`src/rtl/ring_pos_from_remote_receiver.sv`:
```
// Receive side of the inter-node position path: validates remote packets and queues them.
// Define POS_RX_SRC_COUNT_EN to build per-source stored-packet counters.
module ring_pos_from_remote_receiver #(
  parameter int AXIS_PKT_STRUCT_WIDTH = 256,
  parameter int NODE_ID_WIDTH         = 3,
  parameter int NUM_REMOTE_SRC_NODES  = 7,
  parameter int FIFO_DEPTH            = 16,
  parameter int CNT_WIDTH             = 16
) (
  input  logic                                      clk,
  input  logic                                      rst,
  input  logic [NODE_ID_WIDTH-1:0]                  i_init_id,
  input  logic                                      i_start,
  input  logic [AXIS_PKT_STRUCT_WIDTH-1:0]          i_axis_pos_pkt_from_remote,
  input  logic                                      i_rd_en,
  output logic [AXIS_PKT_STRUCT_WIDTH-3:0]          o_pos_pkt,
  output logic                                      o_pos_pkt_valid,
  output logic                                      o_buf_empty,
  output logic [NUM_REMOTE_SRC_NODES-1:0]           o_last_pos_received,
  output logic                                      o_all_last_received,
  output logic [CNT_WIDTH-1:0]                      o_rx_count,
  output logic [7:0]                                o_drop_count,
  output logic [7:0]                                o_err_count,
  output logic [NUM_REMOTE_SRC_NODES*CNT_WIDTH-1:0] o_src_pkt_count
);

  localparam int W   = AXIS_PKT_STRUCT_WIDTH;
  localparam int PLW = W - 5;
  localparam int OW  = PLW + 3;
  localparam int NR  = NUM_REMOTE_SRC_NODES;
  localparam int AW  = $clog2(FIFO_DEPTH);

  typedef enum logic [1:0] {
    IDLE,
    RECV,
    DRAIN,
    DONE
  } state_t;

  state_t state, state_nxt;

  logic                     pkt_valid;
  logic [NODE_ID_WIDTH-1:0] src_id;
  logic                     pkt_last;
  logic [PLW-1:0]           payload;
  logic [NODE_ID_WIDTH-1:0] delta;
  logic [2:0]               src_idx;
  logic [NR-1:0]            src_bit;

  assign pkt_valid = i_axis_pos_pkt_from_remote[W-1];
  assign src_id    = i_axis_pos_pkt_from_remote[W-2:W-4];
  assign pkt_last  = i_axis_pos_pkt_from_remote[W-5];
  assign payload   = i_axis_pos_pkt_from_remote[PLW-1:0];
  assign delta     = i_init_id ^ src_id;
  assign src_idx   = 3'd7 - delta;
  assign src_bit   = NR'(1) << src_idx;

  logic [NR-1:0]        flags, flags_base, flags_nxt;
  logic [CNT_WIDTH-1:0] rx_cnt, rx_base, rx_nxt;
  logic [7:0]           drop_cnt, err_cnt;
  logic                 start_clr, rx_active, legal;
  logic                 dup, err_ev;

  logic [OW-1:0] mem [FIFO_DEPTH];
  logic [AW:0]   wr_ptr, rd_ptr;
  logic          empty, full, pop, push, drop;

  // A start in IDLE/DONE opens the iteration in the same cycle it arrives
  assign start_clr = i_start & ((state == IDLE) | (state == DONE));
  assign rx_active = (state == RECV) | start_clr;
  assign legal     = pkt_valid & rx_active & (delta != '0);

  assign flags_base = start_clr ? '0 : flags;
  assign dup        = legal & pkt_last & |(flags_base & src_bit);
  assign err_ev     = (pkt_valid & ~legal) | dup;
  assign flags_nxt  = flags_base | ((legal & pkt_last) ? src_bit : '0);

  assign empty = (wr_ptr == rd_ptr);
  assign full  = (wr_ptr[AW] != rd_ptr[AW]) &&
                 (wr_ptr[AW-1:0] == rd_ptr[AW-1:0]);
  assign pop   = i_rd_en & ~empty;
  assign push  = legal & (~full | pop);
  assign drop  = legal & full & ~pop;

  assign rx_base = start_clr ? '0 : rx_cnt;
  assign rx_nxt  = (push && rx_base != '1) ? rx_base + 1'b1 : rx_base;

  always_comb begin
    state_nxt = state;
    unique case (state)
      IDLE:    if (i_start) state_nxt = RECV;
      RECV:    if (&flags_nxt) state_nxt = DRAIN;
      DRAIN:   if (empty) state_nxt = DONE;
      DONE:    if (i_start) state_nxt = RECV;
      default: state_nxt = IDLE;
    endcase
  end

  always_ff @(posedge clk or posedge rst) begin
    if (rst) begin
      state    <= IDLE;
      flags    <= '0;
      rx_cnt   <= '0;
      drop_cnt <= '0;
      err_cnt  <= '0;
      wr_ptr   <= '0;
      rd_ptr   <= '0;
    end else begin
      state  <= state_nxt;
      flags  <= flags_nxt;
      rx_cnt <= rx_nxt;
      if (drop && drop_cnt != 8'hff) drop_cnt <= drop_cnt + 8'd1;
      if (err_ev && err_cnt != 8'hff) err_cnt <= err_cnt + 8'd1;
      if (push) wr_ptr <= wr_ptr + 1'b1;
      if (pop) rd_ptr <= rd_ptr + 1'b1;
    end
  end

  // Storage array carries no reset; the empty flag masks stale data
  always_ff @(posedge clk) begin
    if (push) mem[wr_ptr[AW-1:0]] <= {src_idx, payload};
  end

`ifdef POS_RX_SRC_COUNT_EN
  logic [CNT_WIDTH-1:0] src_cnt     [NR];
  logic [CNT_WIDTH-1:0] src_cnt_nxt [NR];

  always_comb begin
    for (int k = 0; k < NR; k++) begin
      src_cnt_nxt[k] = start_clr ? '0 : src_cnt[k];
      if (push && src_bit[k] && src_cnt_nxt[k] != '1)
        src_cnt_nxt[k] = src_cnt_nxt[k] + 1'b1;
    end
  end

  always_ff @(posedge clk or posedge rst) begin
    if (rst) begin
      for (int k = 0; k < NR; k++) src_cnt[k] <= '0;
    end else begin
      src_cnt <= src_cnt_nxt;
    end
  end

  for (genvar g = 0; g < NR; g++) begin : g_src
    assign o_src_pkt_count[g*CNT_WIDTH +: CNT_WIDTH] = src_cnt[g];
  end
`else
  assign o_src_pkt_count = '0;
`endif

  assign o_pos_pkt           = empty ? '0 : mem[rd_ptr[AW-1:0]];
  assign o_pos_pkt_valid     = ~empty;
  assign o_buf_empty         = empty;
  assign o_last_pos_received = flags;
  assign o_all_last_received = (state == DONE);
  assign o_rx_count          = rx_cnt;
  assign o_drop_count        = drop_cnt;
  assign o_err_count         = err_cnt;

endmodule

```
`config.mk`:
```
export PLATFORM = sky130hd
export DESIGN_NAME = ring_pos_from_remote_receiver
export DESIGN_NICKNAME = d
export VERILOG_FILES = /design/src/rtl/ring_pos_from_remote_receiver.sv
export SDC_FILE = /design/constraint.sdc
export NUM_CORES = 2
export LEC_CHECK = 0
export ABC_AREA = 1
export CAP_MARGIN = 10
export CORE_MARGIN = 10
export CORE_UTILIZATION = 45
export CTS_CLUSTER_DIAMETER = 100
export DETAILED_ROUTE_END_ITERATION = 8
export GPL_ROUTABILITY_DRIVEN = 1
export PLACE_DENSITY = 0.69
export RECOVER_POWER = 25
export SLEW_MARGIN = 5
export SYNTH_ARGS = -nofsm -noshare
export SYNTH_HDL_FRONTEND = slang
export SYNTH_SLANG_ARGS = --single-unit
```
`constraint.sdc`:
```
create_clock -name clk -period 26 [get_ports clk]
set_input_delay 5.2 -clock clk [delete_from_list [all_inputs] [get_ports clk]]
set_output_delay 5.2 -clock clk [all_outputs]
set_load 0.05 [all_outputs]
```
Yosys cells after proc, flatten, opt, wreduce, memory -nomap -nowiden
Memory sizes are Yosys's and may differ from the RTL's.
Index checks and enable logic that the tools add are counted.
{ "word_totals": {"ff_bits": 51, "ram_bits": 4064, "input_bits": 263, "out_inout_bits": 408, "elab_cells": 69, "mem_count": 1} }
{ "mem_list": {"columns": ["memory", "words", "word_bits", "rd", "rd_ports_with_merged_regs", "wr", "line_no", "source"], "rows": [
  ["mem", 16, 254, 1, 0, 1, "64", "logic [OW-1:0] mem [FIFO_DEPTH];"]
]} }
{ "classes": {"addsub": 6, "eq_ne": 12, "shifts": 1, "mux": 11, "bitwise": 21, "n_reduce_logical": 10} }
{ "ops": {"columns": ["operator", "count"], "rows": [
  ["two-way mux 254 bit", 1],
  ["two-way mux 16 bit", 2],
  ["adder 16 x 1 -> 16 bit (second input constant)", 1],
  ["adder 8 x 1 -> 8 bit (second input constant)", 2],
  ["inequality test 16 bit (second input constant)", 1],
  ["inequality test 8 bit (second input constant)", 2],
  ["two-way mux 7 bit", 2],
  ["adder 5 x 1 -> 5 bit (second input constant)", 2],
  ["bitwise AND 1 bit", 10],
  ["bitwise AND 7 bit", 1],
  ["OR 7 bit", 1],
  ["AND reduction 7 bit", 1],
  ["OR reduction 7 bit", 1],
  ["<< shifter 1 x 3 -> 7 bit (first input constant)", 1],
  ["two-way mux 2 bit", 3],
  ["one-hot mux 2 bit (3 select lines)", 1],
  ["== test 5 bit", 1],
  ["== test 2 bit (second input constant)", 2],
  ["== test 4 bit", 1],
  ["logical AND 1 bit", 4],
  ["inequality test 2 x 1 -> 1 bit (second input constant)", 2],
  ["NOT 1 bit", 4],
  ["OR 1 bit", 4],
  ["AND reduction 3 bit", 1],
  ["other kinds (9)", 10]
]} }

Depth between registers and ports, before layout
{ "depth": {"depth_word": 12, "ltp_mapped": 20, "depth_no_buf": 18} }

Worst setup path before layout
No wires, ideal clock.
{ "synth_path": {"path_type": "input -> register", "start": "in i_init_id[2]", "end": "mem mem[3][0] (netlist name) (enable)", "setup_time_ps": 1181, "arrival_ps": 23130, "t_required_ps": 24819, "path_slack_ps": 1689, "stages": 8, "path_buffers": 0, "path_cell_list": "inv_1 > nand2_1 > nand2_1 > nand3_1 > nand2_1 > inv_1 > nand2_2 > nor3_1"} }
{ "synth_via": {"elab_chain_len": 6} }
{ "synth_rtl": {"columns": ["element", "line_no", "source"], "rows": [
  ["start, declared", "12", "input logic [NODE_ID_WIDTH-1:0] i_init_id,"],
  ["bitwise XOR 3 bit", "54", "assign delta = i_init_id ^ src_id;"],
  ["nonzero test 3 bit", "71", "assign legal = pkt_valid & rx_active & (delta != '0);"],
  ["bitwise AND 1 bit", "71", null],
  ["bitwise AND 1 bit", "82", "assign push = legal & (~full | pop);"],
  ["two-way mux 1 bit", "121", "if (push) mem[wr_ptr[AW-1:0]] <= {src_idx, payload};"],
  ["two-way mux 1 bit (not written as such)", "121", null],
  ["end, declared", "64", null]
]} }
Every way passes these cells.

Final worst setup path
{ "layout_path": {"start": "reg rd_ptr[0]", "end": "out o_pos_pkt[82]"} }
{ "layout_via": {"elab_chain_len": 2, "word_cells_on_any_way": 3, "classes_between": "eq/ne: 1; mux: 1; memory: 1"} }
{ "layout_rtl": {"columns": ["element", "line_no", "source"], "rows": [
  ["start, declared", "65", "logic [AW:0] wr_ptr, rd_ptr;"],
  ["start signal, assigned", "115", "if (pop) rd_ptr <= rd_ptr + 1'b1;"],
  ["memory read (16 x 254 bit) or == test 5 bit (tied branches)", null, null],
  ["two-way mux 254 bit *", "151", "assign o_pos_pkt = empty ? '0 : mem[rd_ptr[AW-1:0]];"],
  ["end, declared", "16", "output logic [AXIS_PKT_STRUCT_WIDTH-3:0] o_pos_pkt,"]
]} }
Every way passes the cells marked *; elsewhere a longest branch is shown, timed or not.

==> results.yml <==
floorplan:
  start_util_pct: 45.22
  core_area_mm2: 0.3559
  die_area_mm2: 0.3820
  ios: 671
  die_height_um: 618.1
  die_width_um: 618.1
  row_count: 219
synthesis:
  seq_area_frac_synth_pct: 76.61
  yosys.area.top_type: "edfxtp_1"
  ys_ff_latch: 4115
  yosysWarnings: 0
  synth_top_cells_by_area: "edfxtp_1 (76%), nor2_1 (5.3%), o32ai_1 (3.2%)"
  syn_avg_cell_area_um2: 14.52
  yosysUniqueCellTypes: 36
  synth_cells: 11080
  syn_area_mm2: 0.1610
  synth_top_area_share_pct: 75.82
power:
  finalPower_mw: 22.23
  pwr-share-seq_pct: 35.3
  leakagePower_nw: 58.53
  p_switching_mw: 8.874
  intPower_mw: 13.36
  swShare_pct: 39.92
  ir_drop_mv: 0.1599
  comb_power_share_pct: 38.8
  pwr_density_cell_mw_per_mm2: 121.1
  clock_power_share_pct: 25.9
cells_and_area:
  finalInstanceArea_mm2: 0.1836
  mostFrequentLayoutCells: "edfxtp_1 (4064), nor2_1 (2249), o21ai_0 (1009)"
  regArea_mm2: 0.1233
  layout.nets: 11700
  final_common_cell: "edfxtp_1"
  area_growth_pct: 14.05
  final_cells: 16560
  multi_input_area_mm2: 0.03364
  num-fill-cells: 28510
  final_core_util_pct: 51.57
  drive_gt1_share_pct: 6.494
clock_network:
  cts_tree: "done"
  clk-insertion-delay-late_ps: 990
  cts_repair_resize_count: 0
  cts_sinks: 4115
  clk_pin_slew_worst_paths_ps: 60
  htreeDepth: 5
  cts_hold_buf: 0
  root_buffer: "clkbuf_16"
  cts_made_buffers: 410
  cts_buffer_depth: 4
  post_cts_buffers: 0
global_route:
  antenna_found_initial: 132
  grt_pass1_vias: 97140
  grt_max_degree: 242
  overflow: 0
  grt_pass1_wl_um: 626300
  track_usage_pct: 21.37
placement:
  hpwl_um: 216400
  place_area_mm2: 0.1703
  placedCellCount: 15760
  io_buffer_count: 558
  gp_congestion: 0.7926
worst_setup_path:
  cp_max_fo: 206
  path_class: "flip-flop to output port"
  cp-end-kind: "output port"
  crit_path_start: "rd_ptr[0]$_DFFE_PP0P_"
  arrival_ps: 8540
  reg2reg_from: "state[0]$_DFFE_PP0P_"
  r2r_cells: 16
  required_ps: 20800
  cp-start-kind: "flip-flop"
timing:
  fin_tns_setup_ps: 0
  finalCriticalPeriod_ps: 13740
  hold_viol_final: 0
  clock_skew_ps: 68.40
  rsz0062_at_grt: "false"
  fmaxAchievable_ghz: 0.07281
  worst_pin_slew_ps: 1809
  fin_crit_sh_pct: 52.83
  setup_viol: 0
  slew_headroom_pct: -20.62
  maxSlewViolCount: 33
drt:
  routed-via-count: 98700
  drtAntennaViolNets: 0
  route.detailed.drc: 0
  wire_per_inst_um: 25.78
  routed_via_density: 5.960
  drtIter0Drc: 12610
  routed_wl_um: 426900
  dr.pass1.iters: 6
flow_run:
  maxCapViolations: 1
status:
  status: "complete, but fails checks"
  violations: "capacitance limit, slew limit"
min_path:
  worstHoldPathCells: 1
  hp-class: "flip-flop to flip-flop"
  hp-start: "wr_ptr[4]$_DFFE_PP0P_"
[state kept, by name (all words and copies together) (netlist names)]
register,flops
mem,4064
o_drop_count,8
o_err_count,8
o_last_pos_received,7
o_rx_count,16
rd_ptr,5
state,2
wr_ptr,5
[layer usage]
metal | GRT usage (%) | vias to the layer above | share of wire, %
met5 | 0 | - | 0.075
met4 | 7.911 | 48 | 3.7
met3 | 3.935 | 889 | 8.7
met2 | 35.99 | 4859 | 49
met1 | 27.79 | 49900 | 39
li1 | - | 43000 | -
[cell type report]
class | instances | share of cell area [%]
timing repair buffer | 730 | 3.873
sequential | 4115 | 67.18
clock buffer | 505 | 5.839
clock inverter | 237 | 1.330
antenna | 58 | 0.07906
tap | 4751 | 3.238
inverter | 52 | 0.1315
multi-input combinational | 6111 | 18.33
[final timing paths]
path	endpoint	slack, ps
worst max-delay path	o_pos_pkt[82]	12260
worst min-delay path	wr_ptr[4]$_DFFE_PP0P_	510
worst max register to register	mem[10][151]$_DFFE_PP_	18940
worst min register to register	wr_ptr[4]$_DFFE_PP0P_	510
max in group asynchronous	rd_ptr[0]$_DFFE_PP0P_	18740
min in group asynchronous	o_rx_count[12]$_DFF_PP0_	4870
[power by group through the flow]
stage,sequential (mW),clock (mW),combinational [mW]
floorplan,8.12,0,5.67
global placement,7.97,0,8.44
detailed placement,7.99,0,8.58
CTS,7.85,5.83,8.62
global route,7.88,6.11,9.12
finish,7.85,5.76,8.62
[Yosys cell counts, drive strengths merged]
cell / number
buf: 437
a21oi: 2
nor4: 2
xnor2: 9
clkbuf: 480
nand3: 202
a31oi: 255
inv: 51
o221ai: 421
mux2i: 421
o211ai: 87
nor2: 2267
nand2: 650
conb: 1
o32ai: 595
o21bai: 1
xor2: 24
nor3: 8
nand3b: 2
edfxtp: 4064
dfrtp: 51
o21ai: 1029
nand4: 12
clkinv: 1
ha: 12
[stage by stage]
step / worst slack [ps] / hold slack [ps]
after global routing: 11830 / 547.8
after floorplan: 1689 / 461.7
after detailed placement: 13300 / 488.3
after CTS: 12240 / 499.0
final: 12260 / 507.6
after global placement: 13380 / 477.5
[kinds of logic (layout without fill, tap and decap cells)]
| kind of cell | after synthesis | in the layout | share of synthesized area, % |
|---|---|---|---|
| flip-flops | 4115 | 4115 | 76.61 |
| AND/OR/NAND/NOR | 3143 | 3143 | 7.538 |
| AO/OA/AOI/OAI | 2390 | 2390 | 10.14 |
| buffers and inverters | 969 | 1524 | 2.819 |
| multiplexers | 421 | 421 | 2.618 |
| XOR/XNOR | 33 | 33 | 0.1796 |
| adder cells (fa/ha/maj) | 12 | 12 | 0.09328 |
| other | 1 | 170 | 0.002330 |
[critical path, stage by stage, from the launching register on]
cell	delay, ps
dfrtp_4	800
inv_16	630
buf_12	830
buf_4	670
buf_4	820
buf_12	750
buf_4	960
nor2_1	110
o32ai_1	310
o211ai_1	130
a31oi_1	330
clkdlybuf4s50_1	890
Power figures use the tool's default switching activity.
